## src/rtl/mips_pkg.sv

```systemverilog
// Shared MIPS encoding definitions: request kinds, opcodes, functs and field positions.
// Used by the instruction encoder and the core's control decoder.
package mips_pkg;

  typedef enum logic [3:0] {
    OpAdd  = 4'd0,
    OpSub  = 4'd1,
    OpAnd  = 4'd2,
    OpOr   = 4'd3,
    OpSlt  = 4'd4,
    OpLw   = 4'd5,
    OpSw   = 4'd6,
    OpBeq  = 4'd7,
    OpAddi = 4'd8,
    OpJ    = 4'd9
  } op_kind_e;

  localparam logic [5:0] OpcRtype = 6'b000000;
  localparam logic [5:0] OpcLw    = 6'b100011;
  localparam logic [5:0] OpcSw    = 6'b101011;
  localparam logic [5:0] OpcBeq   = 6'b000100;
  localparam logic [5:0] OpcAddi  = 6'b001000;
  localparam logic [5:0] OpcJ     = 6'b000010;

  localparam logic [5:0] FunctAdd = 6'b100000;
  localparam logic [5:0] FunctSub = 6'b100010;
  localparam logic [5:0] FunctAnd = 6'b100100;
  localparam logic [5:0] FunctOr  = 6'b100101;
  localparam logic [5:0] FunctSlt = 6'b101010;

  // Least-significant bit of each instruction field
  localparam int unsigned OpcodeLsb = 26;
  localparam int unsigned RsLsb     = 21;
  localparam int unsigned RtLsb     = 16;
  localparam int unsigned RdLsb     = 11;
  localparam int unsigned ShamtLsb  = 6;
  localparam int unsigned FunctLsb  = 0;

  function automatic logic [31:0] enc_r(input logic [4:0] rs, input logic [4:0] rt,
                                        input logic [4:0] rd, input logic [5:0] funct);
    logic [31:0] w;
    w = '0;
    w[OpcodeLsb +: 6] = OpcRtype;
    w[RsLsb +: 5]     = rs;
    w[RtLsb +: 5]     = rt;
    w[RdLsb +: 5]     = rd;
    w[ShamtLsb +: 5]  = 5'd0;
    w[FunctLsb +: 6]  = funct;
    return w;
  endfunction

  function automatic logic [31:0] enc_i(input logic [5:0] opcode, input logic [4:0] rs,
                                        input logic [4:0] rt, input logic [15:0] imm);
    logic [31:0] w;
    w = '0;
    w[OpcodeLsb +: 6] = opcode;
    w[RsLsb +: 5]     = rs;
    w[RtLsb +: 5]     = rt;
    w[15:0]           = imm;
    return w;
  endfunction

  function automatic logic [31:0] enc_j(input logic [25:0] target);
    logic [31:0] w;
    w = '0;
    w[OpcodeLsb +: 6] = OpcJ;
    w[25:0]           = target;
    return w;
  endfunction

endpackage

```

## src/rtl/mips_instr_fmt.sv

```systemverilog
// Combinational formatter: maps a request kind plus operand fields to a 32-bit MIPS word.
// legal_o is low for kinds outside the defined set; word_o is then zero.
module mips_instr_fmt
  import mips_pkg::*;
(
  input  logic [3:0]  op_kind_i,
  input  logic [4:0]  rs_i,
  input  logic [4:0]  rt_i,
  input  logic [4:0]  rd_i,
  input  logic [15:0] imm_i,
  input  logic [25:0] target_i,
  output logic [31:0] word_o,
  output logic        legal_o
);

  always_comb begin
    word_o  = '0;
    legal_o = 1'b1;
    case (op_kind_i)
      OpAdd:   word_o = enc_r(rs_i, rt_i, rd_i, FunctAdd);
      OpSub:   word_o = enc_r(rs_i, rt_i, rd_i, FunctSub);
      OpAnd:   word_o = enc_r(rs_i, rt_i, rd_i, FunctAnd);
      OpOr:    word_o = enc_r(rs_i, rt_i, rd_i, FunctOr);
      OpSlt:   word_o = enc_r(rs_i, rt_i, rd_i, FunctSlt);
      OpLw:    word_o = enc_i(OpcLw, rs_i, rt_i, imm_i);
      OpSw:    word_o = enc_i(OpcSw, rs_i, rt_i, imm_i);
      OpBeq:   word_o = enc_i(OpcBeq, rs_i, rt_i, imm_i);
      OpAddi:  word_o = enc_i(OpcAddi, rs_i, rt_i, imm_i);
      OpJ:     word_o = enc_j(target_i);
      default: legal_o = 1'b0;
    endcase
  end

endmodule

```

## src/rtl/mips_instr_encoder.sv

```systemverilog
// Program loader: encodes symbolic requests and streams words into instruction memory.
// Define INSTR_ENC_CHECKSUM_EN to add a running-XOR Checksum output.
module mips_instr_encoder
  import mips_pkg::*;
#(
  parameter int unsigned ADDR_WIDTH = 8,
  parameter int unsigned BASE_ADDR  = 0
) (
  input  logic                  CLK,
  input  logic                  RST,
  input  logic                  Start,
  input  logic                  Finish,
  input  logic                  In_Valid,
  output logic                  In_Ready,
  input  logic [3:0]            Op_Kind,
  input  logic [4:0]            Rs,
  input  logic [4:0]            Rt,
  input  logic [4:0]            Rd,
  input  logic [15:0]           Imm,
  input  logic [25:0]           Target,
  output logic                  Mem_WE,
  output logic [ADDR_WIDTH-1:0] Mem_Addr,
  output logic [31:0]           Mem_WData,
  output logic [ADDR_WIDTH-2:0] Count,
  output logic                  Busy,
  output logic                  Done,
  output logic                  Err
`ifdef INSTR_ENC_CHECKSUM_EN
  ,
  output logic [31:0]           Checksum
`endif
);

  localparam int unsigned           Depth    = 2 ** (ADDR_WIDTH - 2);
  localparam logic [ADDR_WIDTH-2:0] DepthCnt = (ADDR_WIDTH - 1)'(Depth);
  localparam logic [ADDR_WIDTH-1:0] BaseAddr = ADDR_WIDTH'(BASE_ADDR);

  typedef enum logic [1:0] {StIdle, StLoad, StDone} state_e;

  state_e                state_q, state_d;
  logic [ADDR_WIDTH-1:0] ptr_q, ptr_d;
  logic [ADDR_WIDTH-2:0] count_q, count_d;
  logic                  err_q, err_d;
  logic                  we_q, we_d;
  logic [ADDR_WIDTH-1:0] addr_q, addr_d;
  logic [31:0]           wdata_q, wdata_d;
  logic [31:0]           fmt_word;
  logic                  fmt_legal;
  logic                  accept;

  mips_instr_fmt u_fmt (
    .op_kind_i (Op_Kind),
    .rs_i      (Rs),
    .rt_i      (Rt),
    .rd_i      (Rd),
    .imm_i     (Imm),
    .target_i  (Target),
    .word_o    (fmt_word),
    .legal_o   (fmt_legal)
  );

  always_comb begin
    state_d = state_q;
    ptr_d   = ptr_q;
    count_d = count_q;
    err_d   = err_q;
    we_d    = 1'b0;
    addr_d  = addr_q;
    wdata_d = wdata_q;

    In_Ready = (state_q == StLoad) && !Finish && (count_q < DepthCnt);
    accept   = In_Valid && In_Ready;

    if (Start) begin
      // Restart wins over Finish and drops any request accepted this cycle
      state_d = StLoad;
      ptr_d   = BaseAddr;
      count_d = '0;
      err_d   = 1'b0;
    end else begin
      case (state_q)
        StLoad:  if (Finish || (count_q == DepthCnt)) state_d = StDone;
        default: state_d = state_q;
      endcase
      if (accept) begin
        if (fmt_legal) begin
          we_d    = 1'b1;
          addr_d  = ptr_q;
          wdata_d = fmt_word;
          ptr_d   = ptr_q + ADDR_WIDTH'(4);
          count_d = count_q + (ADDR_WIDTH - 1)'(1);
        end else begin
          err_d = 1'b1;
        end
      end
    end
  end

  always_ff @(posedge CLK or negedge RST) begin
    if (!RST) begin
      state_q <= StIdle;
      ptr_q   <= BaseAddr;
      count_q <= '0;
      err_q   <= 1'b0;
      we_q    <= 1'b0;
      addr_q  <= BaseAddr;
      wdata_q <= '0;
    end else begin
      state_q <= state_d;
      ptr_q   <= ptr_d;
      count_q <= count_d;
      err_q   <= err_d;
      we_q    <= we_d;
      addr_q  <= addr_d;
      wdata_q <= wdata_d;
    end
  end

  assign Mem_WE    = we_q;
  assign Mem_Addr  = addr_q;
  assign Mem_WData = wdata_q;
  assign Count     = count_q;
  assign Busy      = (state_q == StLoad);
  assign Done      = (state_q == StDone);
  assign Err       = err_q;

`ifdef INSTR_ENC_CHECKSUM_EN
  logic [31:0] chk_q, chk_d;

  always_comb begin
    chk_d = chk_q;
    if (Start) begin
      chk_d = '0;
    end else if (accept && fmt_legal) begin
      chk_d = chk_q ^ fmt_word;
    end
  end

  always_ff @(posedge CLK or negedge RST) begin
    if (!RST) begin
      chk_q <= '0;
    end else begin
      chk_q <= chk_d;
    end
  end

  assign Checksum = chk_q;
`endif

endmodule

```

## config.mk

```make
export PLATFORM = sky130hd
export DESIGN_NAME = mips_instr_encoder
export DESIGN_NICKNAME = d
export VERILOG_FILES = /design/src/rtl/mips_pkg.sv /design/src/rtl/mips_instr_fmt.sv /design/src/rtl/mips_instr_encoder.sv
export SDC_FILE = /design/constraint.sdc
export NUM_CORES = 1
export LEC_CHECK = 0
export ABC_AREA = 1
export CORE_MARGIN = 4
export CORE_UTILIZATION = 40
export CTS_BUF_LIST = sky130_fd_sc_hd__clkbuf_16
export CTS_CLUSTER_DIAMETER = 30
export CTS_CLUSTER_SIZE = 30
export DETAILED_ROUTE_END_ITERATION = 7
export HOLD_SLACK_MARGIN = 0.15
export PLACE_DENSITY_LB_ADDON = 0.1
export SYNTH_ARGS = -nofsm -noshare
export SYNTH_HDL_FRONTEND = slang
export SYNTH_SLANG_ARGS = --single-unit
export TNS_END_PERCENT = 100
```

## constraint.sdc

```tcl
create_clock -name CLK -period 1.89 [get_ports CLK]
set_input_delay 0.378 -clock CLK [delete_from_list [all_inputs] [get_ports CLK]]
set_output_delay 0.378 -clock CLK [all_outputs]
set_load 0.01 [all_outputs]
```

=== Yosys cells after proc, flatten, opt, wreduce, memory -nomap -nowiden ===
Cells that the tools add are included.

* Register bits: 59
* Output and inout port bits: 52
* Logic and storage cells: 56

* $add $sub $neg: 2
* Magnitude comparators: 1
* Equality and inequality tests: 13
* Multiplexer cells: 17
* Bitwise logic cells: 1
* Reduce and logical (&&, ||, !) cells: 15

{| class="wikitable"
|+ Operators by type and width
! kind !! count
|-
| $pmux 32 s10 || 1
|-
| $mux 8 || 3
|-
| $mux 7 || 3
|-
| $eq 4x3->1 const B || 4
|-
| $reduce_or 10->1 || 1
|-
| $add 8x3->8 const B || 1
|-
| $eq 4x2->1 const B || 2
|-
| $eq 4x4->1 const B || 2
|-
| $reduce_bool 2->1 || 4
|-
| $add 7x1->7 const B || 1
|-
| $eq 7x7->1 const B || 1
|-
| $lt 7x7->1 const B || 1
|-
| $mux 1 || 7
|-
| $mux 2 || 3
|-
| $reduce_and 2->1 || 3
|-
| $eq 4x1->1 const B || 1
|-
| $logic_not 4->1 || 1
|-
| $logic_and 1x1->1 || 3
|-
| $reduce_and 3->1 || 1
|-
| $eq 2x1->1 const B || 1
|-
| $eq 2x2->1 const B || 1
|-
| $ne 2x2->1 const B || 1
|-
| $logic_not 1->1 || 1
|-
| $logic_or 1x1->1 || 1
|-
| $not 1->1 || 1
|}

=== Longest topological paths before layout ===
Gate-level depths: netlist (run 1).

* Word-level depth: 6
* Depth in mapped cells: 10
* Depth with buffers taken out: 8

=== By module ===
From an unflattened synthesis (run 1), not the netlist that was laid out.

* Cell total of the unflattened synthesis: 405
* Area total of the unflattened synthesis: 3036.7 sq um

{| class="wikitable"
|+ Modules (own cells, without submodules)
! module !! times used !! cells an instance !! area each (sq um)
|-
| mips_instr_encoder || 1 || 281 || 2483.6
|-
| mips_instr_fmt || 1 || 124 || 553.0
|}

=== Least setup slack after synthesis (run 1) ===
No wires, ideal clock.

* Path kind: register to register
* Start point: register state_q[1]
* End point: register addr_q[2] (netlist: Mem_Addr[2])
* Setup time: 0.117 ns
* Arrival: 1.269 ns
* Path slack: 0.504 ns
* Cell stages (with the launch flop): 9
* Cells stage by stage: dfrtp_1 -> nor2_4 -> nand2_1 -> nor2_2 -> nand3_1 -> buf_2 -> buf_2 -> nand2_1 -> nand2_1

* Cells in the longest elaborated chain, start to end: 5

{| class="wikitable"
|+ RTL lines
! element !! line !! text
|-
| from (decl) || mips_instr_encoder.sv:40 || <nowiki>state_e state_q, state_d;</nowiki>
|-
| from (signal assigned) || mips_instr_encoder.sv:101 || <nowiki>state_q <= StIdle;</nowiki>
|-
| from (signal assigned) || mips_instr_encoder.sv:109 || <nowiki>state_q <= state_d;</nowiki>
|-
| $eq 2x1->1 || n/a ||
|-
| via Busy || mips_instr_encoder.sv:25 || <nowiki>output logic Busy,</nowiki>
|-
| $logic_and 1x1->1 (2 in series) || mips_instr_encoder.sv:71 || <nowiki>In_Ready = (state_q == StLoad) && !Finish && (count_q < DepthCnt);</nowiki>
|-
| $logic_and 1x1->1 || mips_instr_encoder.sv:72 || <nowiki>accept = In_Valid && In_Ready;</nowiki>
|-
| $reduce_and 3->1 (no source line) || n/a ||
|-
| to (signal assigned) || mips_instr_encoder.sv:106 || <nowiki>addr_q <= BaseAddr;</nowiki>
|-
| to (signal assigned) || mips_instr_encoder.sv:114 || <nowiki>addr_q <= addr_d;</nowiki>
|-
| to (decl) || mips_instr_encoder.sv:45 || <nowiki>logic [ADDR_WIDTH-1:0] addr_q, addr_d;</nowiki>
|}

The timed path passes the listed nets, and every way through them passes these cells.
A chain may end at the register's enable or synchronous reset.

=== Final worst setup path (run 1) ===
* Start point: register state_q[1]
* End point: output Busy

* Cells in the longest elaborated chain, start to end: 1

{| class="wikitable"
|+ RTL lines
! element !! line !! text
|-
| $eq 2x1->1 || mips_instr_encoder.sv:123 || <nowiki>assign Busy = (state_q == StLoad);</nowiki>
|-
| to (decl) || mips_instr_encoder.sv:25 ||
|}

No other way between the ends.

==> results of run 1 <==
layer usage:
layer	vias to the layer above	track usage, %
li1	1413	-
met1	1186	23.2
met2	82	29.2
met3	9	6.13
met4	0	4.40
met5	-	0
Yosys cell counts (all sizes together):
library cell	instances	area (sq um)
clkbuf	3	11.3
o21ai	11	55.1
a21oi	3	15.0
conb	1	3.75
nor3	1	5.00
nand2	216	816
nand3	27	140
xnor2	6	52.6
o211ai	1	7.51
ha	3	37.5
dfrtp	53	1330
clkinv	1	3.75
xor2	3	26.3
nor2	20	100
inv	18	67.6
buf	16	111
nand4	1	6.26
path summary, 6_finish.rpt:
path                            depth (start not counted)            end  slack, ns
worst max-delay path                                    2           Busy       0.16
worst min-delay path                                    2   Mem_WData[9]       0.48
worst max register to register                          9  Mem_WData[13]       0.36
worst min register to register                          2   Mem_WData[9]       0.48
max in group asynchronous                               3       Count[6]       1.03
min in group asynchronous                               3   Mem_WData[8]       0.61
worst min-delay path, cell delays in order (launching register included):
cell	delay [ns]
dfrtp_1	0.34
nand2_1	0.05
nand2_1	0.05
cells by family (layout without fill, tap and decap cells):
family	count (synthesis)	count (layout)
XOR/XNOR	9	9
adder cells (fa/ha/maj)	3	3
other	1	3
buffers and inverters	38	160
AO/OA/AOI/OAI	15	15
flip-flops	53	53
AND/OR/NAND/NOR	265	265
cell type report:
cell class | count | share of cell area, %
Inverter | 19 | 1.67
Multi-Input combinational cell | 295 | 29.9
Clock inverter | 3 | 0.293
Clock buffer | 5 | 2.93
Sequential cell | 53 | 31.0
Timing Repair Buffer | 133 | 31.4
Tap cell | 96 | 2.81
power by group:
group / switching, W / internal [W]
registers: 0.0000863 / 0.00128
clock network: 0.000382 / 0.000480
logic: 0.000354 / 0.000490
stage by stage:
stage          cells  instance area (sq um)  util [%]  power, W
6_report         604                   4280      62.9   0.00307
5_1_grt          604                   4280      62.9   0.00325
4_1_cts          604                   4280      62.9   0.00312
3_5_place_dp     595                   4130      60.8   0.00224
3_3_place_gp     595                   4130      60.8   0.00223
2_1_floorplan    386                   2790         -   0.00169
sequential cells by signal (all words and copies together) (netlist names):
name / cells
state_q: 2
ptr_q: 6
Count: 7
Mem_WData: 30
Err: 1
Mem_Addr: 6
Mem_WE: 1
timing repair:
item | CTS | global route
setup endpoints to repair | 1 | 0
endpoints found under the hold margin | 53 | 0
hold buffers | 1 | 0
gates resized for setup | 1 | 0
==> summary.txt, run 1 <==
Pwr
  – P per Cell Area: 718 nW/um^2
  – Leak pwr: 2.11 nW
  – Peak supply drop: 375 uV

Worst setup path
  – Worst path cell trace: nor2_4, clkdlybuf4s50_1
  – Data required time of the worst path: 1.51 ns
  – Worst path arrival time: 1.36 ns
  – CP max stage cell: clkdlybuf4s50_1
  – Crit-path max cell delay: 0.54 ns
  – WP buf/inv: 1
  – CP startpoint kind: register
  – Critical path startpoint: state_q[1]
  – Reg2reg start: Count[6]
  – Crit Path Max Fanout: 3
  – Kind of critical path: reg -> out
  – Crit end category: primary output
  – Top delay family on crit path: buffers and inverters

Drt
  – Metal2 WL: 3300 microns
  – ANT nets after route: 0
  – Drt first pass iters: 4
  – Top Layer Used: met4
  – Drc violations: 0
  – Via/cell ratio: 4.45
  – Drt wl/cell: 12.0 microns
  – DR vias: 2690
  – 1st-iter DRT viols: 87
  – Final wirelength: 7250 microns
  – Met3 routed WL: 633 microns
  – WL met1: 3200 microns

STA
  – Final setup viols: 0
  – Hold Vio Cnt, Final: 0
  – Tcrit/Tclk final: 91.7%
  – Final clock skew: 0.00317 ns
  – Period minus WS final: 1.73 ns
  – WHS: 0.479 ns
  – Max Clock Freq: 0.577 GHz
  – Final setup TNS: 0 ns
  – Final worst slack: 0.156 ns
  – Max Slew Vio Count: 0
  – RSZ-0062 raised after global routing: no

Clock network
  – H-tree depth: 2
  – Clock tree buffer depth: 2
  – Clock-pin slew on the worst setup and hold paths: 0.07 ns
  – Setup Buffers After CTS: 0
  – CTS Buf Count: 5
  – Clk_lat worst skew: 0.28 ns
  – TritonCTS clock tree: yes
  – Clock sinks: 53
  – Root Driver: clkbuf_16

Layout
  – Area grow syn2layout: 53.5%
  – Commonest cells after routing, fill and taps aside: nand2_1, clkdlybuf4s50_1, dfrtp_1
  – Filler cell count in the final layout: 620
  – Commonest non-fill, non-tap cell in the layout: nand2_1
  – Fin nets: 576
  – Register Area: 1330 sq um
  – Share of cells above drive strength 1: 6.89%
  – # diodes: 0
  – Multi-input gate area: 1280 sq um

Place
  – RD Place Congestion: 0.797
  – Port bufs: 114
  – DP Wirelength: 5410 microns
  – Pre-CTS setup slack: -0.0321 ns

Floorplanning
  – Die Area: 8360 sq um
  – Chip height: 91.4 microns
  – Row Count: 30
  – Core area: 6790 sq um
  – Ports: 118
  – Initial Utilization: 41.0%
  – Die W: 91.4 microns

Synthesis
  – Synth Area in Compound Gates: 2.79%
  – Warnings, synthesis: 0
  – Xor/xnor share of the synthesized area: 2.83%
  – Seq/Total Area, Yosys: 47.6%
  – Largest family of logic cells by synthesized area: simple AND/OR/NAND/NOR gates
  – Post-synthesis cell count: 384
  – Mux share of post-synthesis cell area: 0%
  – Simple-gate share of the synthesized area: 38.3%
  – Yosys cell types: 24
  – Adder-cell area share of the yosys netlist: 1.35%
  – Syn Std Cell Area: 2790 sq um
  – Yosys reg bits: 53
  – Avg Cell Area, Syn: 7.25 sq um

GRT
  – Vias in the first global route: 2570
  – Global-route wire length before repair: 12400 microns
  – Total track usage: 18.1%
  – Initial antenna violation count: 0
  – Global route overflow: 0
  – Largest net degree at the start of global routing: 54

Hold path
  – Hold path startpoint: Mem_WData[9]
  – HP Class: reg -> reg

Outcome
  – Status: completed

Job
  – Max cap viols: 0
Note: power is estimated with default switching activity, not from simulation.
==> run 2: changes to the inputs <==
--- a/config.mk
+++ b/config.mk
@@ -6,6 +6,7 @@
 export NUM_CORES = 1
 export LEC_CHECK = 0
 export ABC_AREA = 1
+export CORE_ASPECT_RATIO = 0.7
 export CORE_MARGIN = 4
 export CORE_UTILIZATION = 40
 export CTS_BUF_LIST = sky130_fd_sc_hd__clkbuf_16
==> run 2 against run 1 <==
Compared with the run above:
- largest cell class unchanged
- fmax is 1.6% lower
- worst setup slack got worse by 0.028 ns
- combinational power up 2%
- power up 6.0%
- wire length increased by 3.2%
- global-route usage up 0.71 points
- non-clock buffer count increased by 2
- cell area increased by 1.6%
- count of clock-buffer cells in the layout is the same
==> summary.txt, run 2 (synthesized netlist as in run 1, its figures left out) <==
Hold path
  – Hold path depth: 2 (unchanged)
  – HP Class: reg -> reg

Place
  – DP Wirelength: 5800 microns (+7.3%)
  – Pre-CTS setup slack: -0.0469 ns (-0.0148 ns)
  – Port bufs: 114 (unchanged)
  – RD Place Congestion: 0.826 (+3.5%)

GRT
  – Vias in the first global route: 2595 (+0.97%)
  – Total track usage: 18.8% (+0.71 points)
  – Initial antenna violation count: 0 (unchanged)
  – Global-route wire length before repair: 12600 microns (+1.8%)
  – Largest net degree at the start of global routing: 25 (-54%)
  – Global route overflow: 0 (unchanged)

Worst setup path
  – Worst reg2reg path depth: 8 (-1)
  – CP startpoint kind: register
  – Worst path arrival time: 1.38 ns (+0.02 ns)
  – Data required time of the worst path: 1.51 ns (about the same)
  – Crit Path Max Fanout: 3 (unchanged)
  – Crit end category: primary output
  – Kind of critical path: reg -> out

Floorplanning
  – Row Count: 25 (-17%)
  – Initial Utilization: 41.2% (+0.23 points)
  – Die Area: 8380 sq um (+0.25%)
  – Chip height: 77.8 microns (-15%)
  – Die W: 108 microns (+18%)
  – Ports: 118 (unchanged)
  – Core area: 6760 sq um (-0.55%)

Layout
  – # diodes: 0 (unchanged)
  – Filler cell count in the final layout: 636 (+2.6%)
  – Fin nets: 578 (+0.35%)
  – Commonest cells after routing, fill and taps aside: nand2_1, clkdlybuf4s50_1, dfrtp_1
  – Utilization after layout: 64.3% (+1.4 points)
  – Max reg flops: 30 (unchanged)
  – Register Area: 1330 sq um (unchanged)
  – Commonest non-fill, non-tap cell in the layout: nand2_1
  – Area grow syn2layout: 56.0%
  – Share of cells above drive strength 1: 7.65% (+0.76 points)
  – Multi-input gate area: 1280 sq um (unchanged)

Pwr
  – Combinational power share: 26.5% (-1.0 points)
  – Sw power: 0.000852 W (+3.7%)
  – Clock power frac: 31.6% (+3.5 points)
  – Leak pwr: 2.14 nW (+1.8%)
  – Peak supply drop: 516 uV (+38%)
  – Switch share: 26.2% (-0.58 points)
  – P per Cell Area: 749 nW/um^2 (+4.3%)
  – Overall power: 0.00325 W (+6.0%)
  – Power Internal: 0.00240 W (+6.8%)
  – Reg power frac: 41.9% (-2.5 points)

Drt
  – Drt first pass iters: 4 (unchanged)
  – 1st-iter DRT viols: 126 (+45%)
  – Drt wl/cell: 12.4 microns (+3.2%)
  – ANT nets after route: 0 (unchanged)
  – Drc violations: 0 (unchanged)
  – DR vias: 2701 (+0.41%)
  – Final wirelength: 7480 microns (+3.2%)
  – Via/cell ratio: 4.47 (+0.41%)

STA
  – Max Clock Freq: 0.568 GHz (-1.6%)
  – Final clock skew: 0.00705 ns (+0.00387 ns)
  – Final setup viols: 0 (unchanged)
  – RSZ-0062 raised after global routing: no
  – Max Slew Vio Count: 0 (unchanged)
  – Hold Vio Cnt, Final: 0 (unchanged)
  – Period minus WS final: 1.76 ns (+0.0279 ns)
  – Tcrit/Tclk final: 93.2% (+1.5 points)
  – WHS: 0.480 ns (+0.00174 ns)
  – Final worst slack: 0.128 ns (-0.0279 ns)

Job
  – Max cap viols: 0 (unchanged)

Outcome
  – Status: completed

Clock network
  – TritonCTS clock tree: yes
  – Clock tree buffer depth: 2 (unchanged)
  – H-tree depth: 2 (unchanged)
  – Root Driver: clkbuf_16
  – Setup Buffers After CTS: 0 (unchanged)
  – Clock sinks: 53 (unchanged)
  – CTS Buf Count: 5 (unchanged)
  – Clock-pin slew on the worst setup and hold paths: 0.07 ns (about the same)
  – Clk_lat worst skew: 0.29 ns (about the same)
run 2: cell types whose count changed in the layout (fill, tap and decap cells not counted):
| cell | change |
|---|---|
| buf_12 | +2 |
| bufinv_16 | +1 |
| inv_6 | +1 |
| clkinv_1 | -2 |
run 2: metrics by stage:
stage                     setup TNS, ns  area, sq um  cells
after floorplan                       0         2790    386
after global placement          -0.0443         4170    595
after detailed placement        -0.0480         4170    595
final                                 0         4340    604
after CTS                             0         4340    604
after global routing                  0         4340    604
run 2: what timing repair did:
action / 4_1_cts / 5_1_grt
resized for setup: 1 / 0
endpoints found under the setup margin: 1 / 0
hold endpoints to repair: 16 / 0
hold buffers: 1 / 0
run 2: power groups by stage:
stage / Sequential (W) / Combinational [W] / Clock [W]
2_1_floorplan: 0.00144 / 0.000245 / 0
3_3_place_gp: 0.00138 / 0.000863 / 0
3_5_place_dp: 0.00138 / 0.000873 / 0
4_1_cts: 0.00136 / 0.000876 / 0.00105
5_1_grt: 0.00138 / 0.000948 / 0.00112
6_report: 0.00136 / 0.000861 / 0.00103
run 2: final timing paths:
path                                     from       endpoint  slack (ns)
worst max-delay path               state_q[1]           Busy        0.13
worst min-delay path            Mem_WData[18]  Mem_WData[18]        0.48
worst max register to register     state_q[1]       Count[5]        0.44
worst min register to register  Mem_WData[18]  Mem_WData[18]        0.48
max in group asynchronous                 RST       Count[0]        0.81
min in group asynchronous                 RST       Count[4]        0.59
run 2: metal layers:
metal	part of all wire, %	track usage [%]	up-vias
li1	-	-	1420
met1	47	26.1	1201
met2	45	29.8	76
met3	8.1	5.49	4
met4	0.53	2.77	0
met5	0	0	-
run 2: cell type report:
| class | count | area share [%] |
|---|---|---|
| clock buffer | 5 | 2.88 |
| tap | 94 | 2.71 |
| sequential | 53 | 30.5 |
| clock inverter | 3 | 1.01 |
| multi-input combinational | 295 | 29.4 |
| inverter | 19 | 1.64 |
| timing repair buffer | 135 | 31.8 |
run 2: critical path, stage by stage, from the launching register on:
cell	delay [ns]
dfrtp_1	0.41
nor2_4	0.14
clkdlybuf4s50_1	0.55
==> run 3: changes to the inputs <==
--- a/config.mk
+++ b/config.mk
@@ -13,9 +13,11 @@
 export CTS_CLUSTER_DIAMETER = 30
 export CTS_CLUSTER_SIZE = 30
 export DETAILED_ROUTE_END_ITERATION = 7
+export GPL_ROUTABILITY_DRIVEN = 0
 export HOLD_SLACK_MARGIN = 0.15
 export PLACE_DENSITY_LB_ADDON = 0.1
 export SYNTH_ARGS = -nofsm -noshare
 export SYNTH_HDL_FRONTEND = slang
+export SYNTH_HIERARCHICAL = 1
 export SYNTH_SLANG_ARGS = --single-unit
 export TNS_END_PERCENT = 100
==> run 3 against run 2 <==
Compared with the run above:
- core utilization is 2.6 points lower
- via count rose by 8.2%
- fmax fell by 3.0%
- cell count up 5.3%
- global-route usage decreased by 0.67 points
- wire length up 9.5%
- cell area up 4.4%
- first-iteration DRC count is 4.8% higher
- critical path type unchanged
- largest power group unchanged
==> summary.txt, run 3 <==
Clock network
  – H-tree depth: 2 (unchanged)
  – Clock tree buffer depth: 2 (unchanged)
  – Clock-pin slew on the worst setup and hold paths: 0.07 ns (about the same)
  – Clock sinks: 55 (+3.8%)
  – Clk_lat worst skew: 0.29 ns (about the same)
  – CTS Buf Count: 5 (unchanged)
  – TritonCTS clock tree: yes
  – Root Driver: clkbuf_16

STA
  – Period minus WS final: 1.82 ns (+0.0552 ns)
  – WHS: 0.438 ns (-0.0427 ns)
  – Final setup TNS: 0 ns (unchanged)
  – Tcrit/Tclk final: 96.1% (+2.9 points)
  – Max Slew Vio Count: 0 (unchanged)
  – RSZ-0062 raised after global routing: no
  – Hold Vio Cnt, Final: 0 (unchanged)
  – Final clock skew: 0.00862 ns (+0.00157 ns)
  – Max Clock Freq: 0.550 GHz (-3.0%)
  – Final setup viols: 0 (unchanged)

Layout
  – Commonest non-fill, non-tap cell in the layout: nand2_1
  – Fin nets: 606 (+4.8%)
  – Commonest cells after routing, fill and taps aside: nand2_1, clkdlybuf4s50_1, dfrtp_1
  – # diodes: 0 (unchanged)
  – Max reg flops: 32 (+6.7%)
  – Fin area: 4540 sq um (+4.4%)
  – Share of cells above drive strength 1: 10.2% (+2.6 points)
  – Area grow syn2layout: 49.4%

Synthesis
  – Avg Cell Area, Syn: 7.50 sq um (+3.4%)
  – Seq/Total Area, Yosys: 45.3% (-2.3 points)
  – Area contributors post-synth: dfrtp_1, nand2_1, o21ai_0
  – Post-synth EDFFs: 0 (unchanged)
  – Synth Area in Compound Gates: 10.7% (+7.9 points)
  – Post-synth top area share: 45.3% (-2.3 points)
  – Yosys cell types: 30 (+25%)
  – Simple-gate share of the synthesized area: 32.6% (-5.7 points)
  – Post-synth ARST share: 100% (unchanged)
  – Synth top cells by count: nand2_1, dfrtp_1, o21ai_0, inv_1, nor2_1
  – Largest family of logic cells by synthesized area: simple AND/OR/NAND/NOR gates
  – Syn Std Cell Area: 3040 sq um (+9.0%)
  – Synth area leader: dfrtp_1
  – Yosys reg bits: 55 (+3.8%)
  – Mux share of post-synthesis cell area: 0% (unchanged)
  – Adder-cell area share of the yosys netlist: 1.24% (-0.11 points)
  – Xor/xnor share of the synthesized area: 0.288% (-2.5 points)
  – Top-count cell post-synth: nand2_1
  – Warnings, synthesis: 6 (+6)
  – Post-synthesis cell count: 405 (+5.5%)
  – Top_reg_cell synth: dfrtp_1

Worst setup path
  – Crit end category: primary output
  – RR Endpoint: Mem_WData[19]
  – CP startpoint kind: register
  – Kind of critical path: reg -> out
  – Data required time of the worst path: 1.51 ns (about the same)
  – Critical path startpoint: state_q[1]
  – Worst path arrival time: 1.44 ns (+0.06 ns)
  – Crit Path Max Fanout: 4 (+1)
  – Reg2reg start: Count[6]
  – Worst reg2reg path depth: 7 (-1)
  – FF-to-FF setup slack: 0.48 ns (+0.04 ns)

Place
  – DP Wirelength: 6340 microns (+9.3%)
  – Port bufs: 115 (+0.88%)
  – Cell Area, Placed: 4390 sq um (+5.3%)

GRT
  – Vias in the first global route: 2698 (+4.0%)
  – Largest net degree at the start of global routing: 32 (+28%)
  – Met1 usage in global routing: 25.8% (-0.31 points)
  – Total track usage: 18.1% (-0.67 points)
  – Global routing's busiest layer: met2
  – Global-route wire length before repair: 13300 microns (+5.1%)
  – Grt met3 use: 6.18% (+0.69 points)
  – Global route overflow: 0 (unchanged)
  – Initial antenna violation count: 0 (unchanged)
  – GRT met2 Usage: 27.1% (-2.7 points)

Pwr
  – Leak pwr: 2.24 nW (+4.4%)
  – Peak supply drop: 373 uV (-28%)
  – P per Cell Area: 746 nW/um^2 (-0.41%)
  – Overall power: 0.00338 W (+4.0%)

Drt
  – DR vias: 2922 (+8.2%)
  – Drc violations: 0 (unchanged)
  – Final wirelength: 8190 microns (+9.5%)
  – Via/cell ratio: 4.59 (+2.7%)
  – Drt first pass iters: 4 (unchanged)
  – Drt wl/cell: 12.9 microns (+4.0%)
  – ANT nets after route: 0 (unchanged)
  – 1st-iter DRT viols: 132 (+4.8%)

Hold path
  – HP Class: in -> async

Floorplanning
  – Die W: 112 microns (+4.1%)
  – Chip height: 80.9 microns (+4.0%)
  – Core area: 7350 sq um (+8.8%)
  – Initial Utilization: 41.3% (+0.081 points)
  – Ports: 118 (unchanged)
  – Die Area: 9070 sq um (+8.2%)
  – Row Count: 26 (+4.0%)

Outcome
  – Status: completed

Job
  – Max cap viols: 0 (unchanged)
run 3: repair_timing:
item | CTS | global route
setup endpoints to repair | 1 | 0
setup buffers | 0 | 0
resized for setup | 1 | 0
hold buffers | 1 | 0
hold endpoints to repair | 4 | 0
run 3: worst max-delay path, cell delays in order (launching register included):
cell	delay (ns)
dfrtp_1	0.44
nor2_8	0.16
clkdlybuf4s50_1	0.55
run 3: cells by family (layout without fill, tap and decap cells):
group / count (synthesis) / after routing
AOI/OAI and AO/OA: 61 / 61
and+or+nand+nor: 229 / 229
buffers and inverters: 54 / 186
DFF: 55 / 55
adders and majority gates: 3 / 3
xor gates and xnor gates: 1 / 1
other: 2 / 3
run 3: final cells by class:
type	count	area (sq um)
fillers	682	2820
repair buffers	142	1390
flip-flops and latches	55	1380
multi-input cells	297	1370
inverters	36	135
clock buffers	5	125
well taps	98	123
clock inverters	3	16.3
run 3: where the power goes:
part	leakage (nW)	switching, W	total, W	internal, W
combinational	1.43	0.000455	0.00103	0.000576
clock	0.0726	0.000404	0.000889	0.000485
sequential	0.730	0.000103	0.00146	0.00136
total	2.24	0.000962	0.00338	0.00242
run 3: per-stage QoR:
step / std cells / worst slack, ns / utilization [%]
final: 636 / 0.0732 / 61.7
after global placement: 627 / -0.0284 / 59.7
after floorplan: 406 / 0.397 / -
after CTS: 636 / 0.0553 / 61.7
after global routing: 636 / 0.0195 / 61.7
after detailed placement: 627 / -0.0557 / 59.7
run 3: metal layers:
metal	vias to the layer above	part of all wire [%]	wire length, microns
li1	1522	-	-
met1	1311	50	4070
met2	85	42	3420
met3	4	8.0	653
met4	0	0.46	38
met5	-	0	0
run 3: worst max-delay path by stage:
stage / end / cells past startpoint / slack [ns]
3_3_place_gp: In_Ready / 3 / -0.03
2_1_floorplan: Mem_Addr[6] / 6 / 0.40
4_1_cts: Busy / 2 / 0.06
5_1_grt: Busy / 2 / 0.02
3_5_place_dp: In_Ready / 3 / -0.06
6_report: Busy / 2 / 0.07
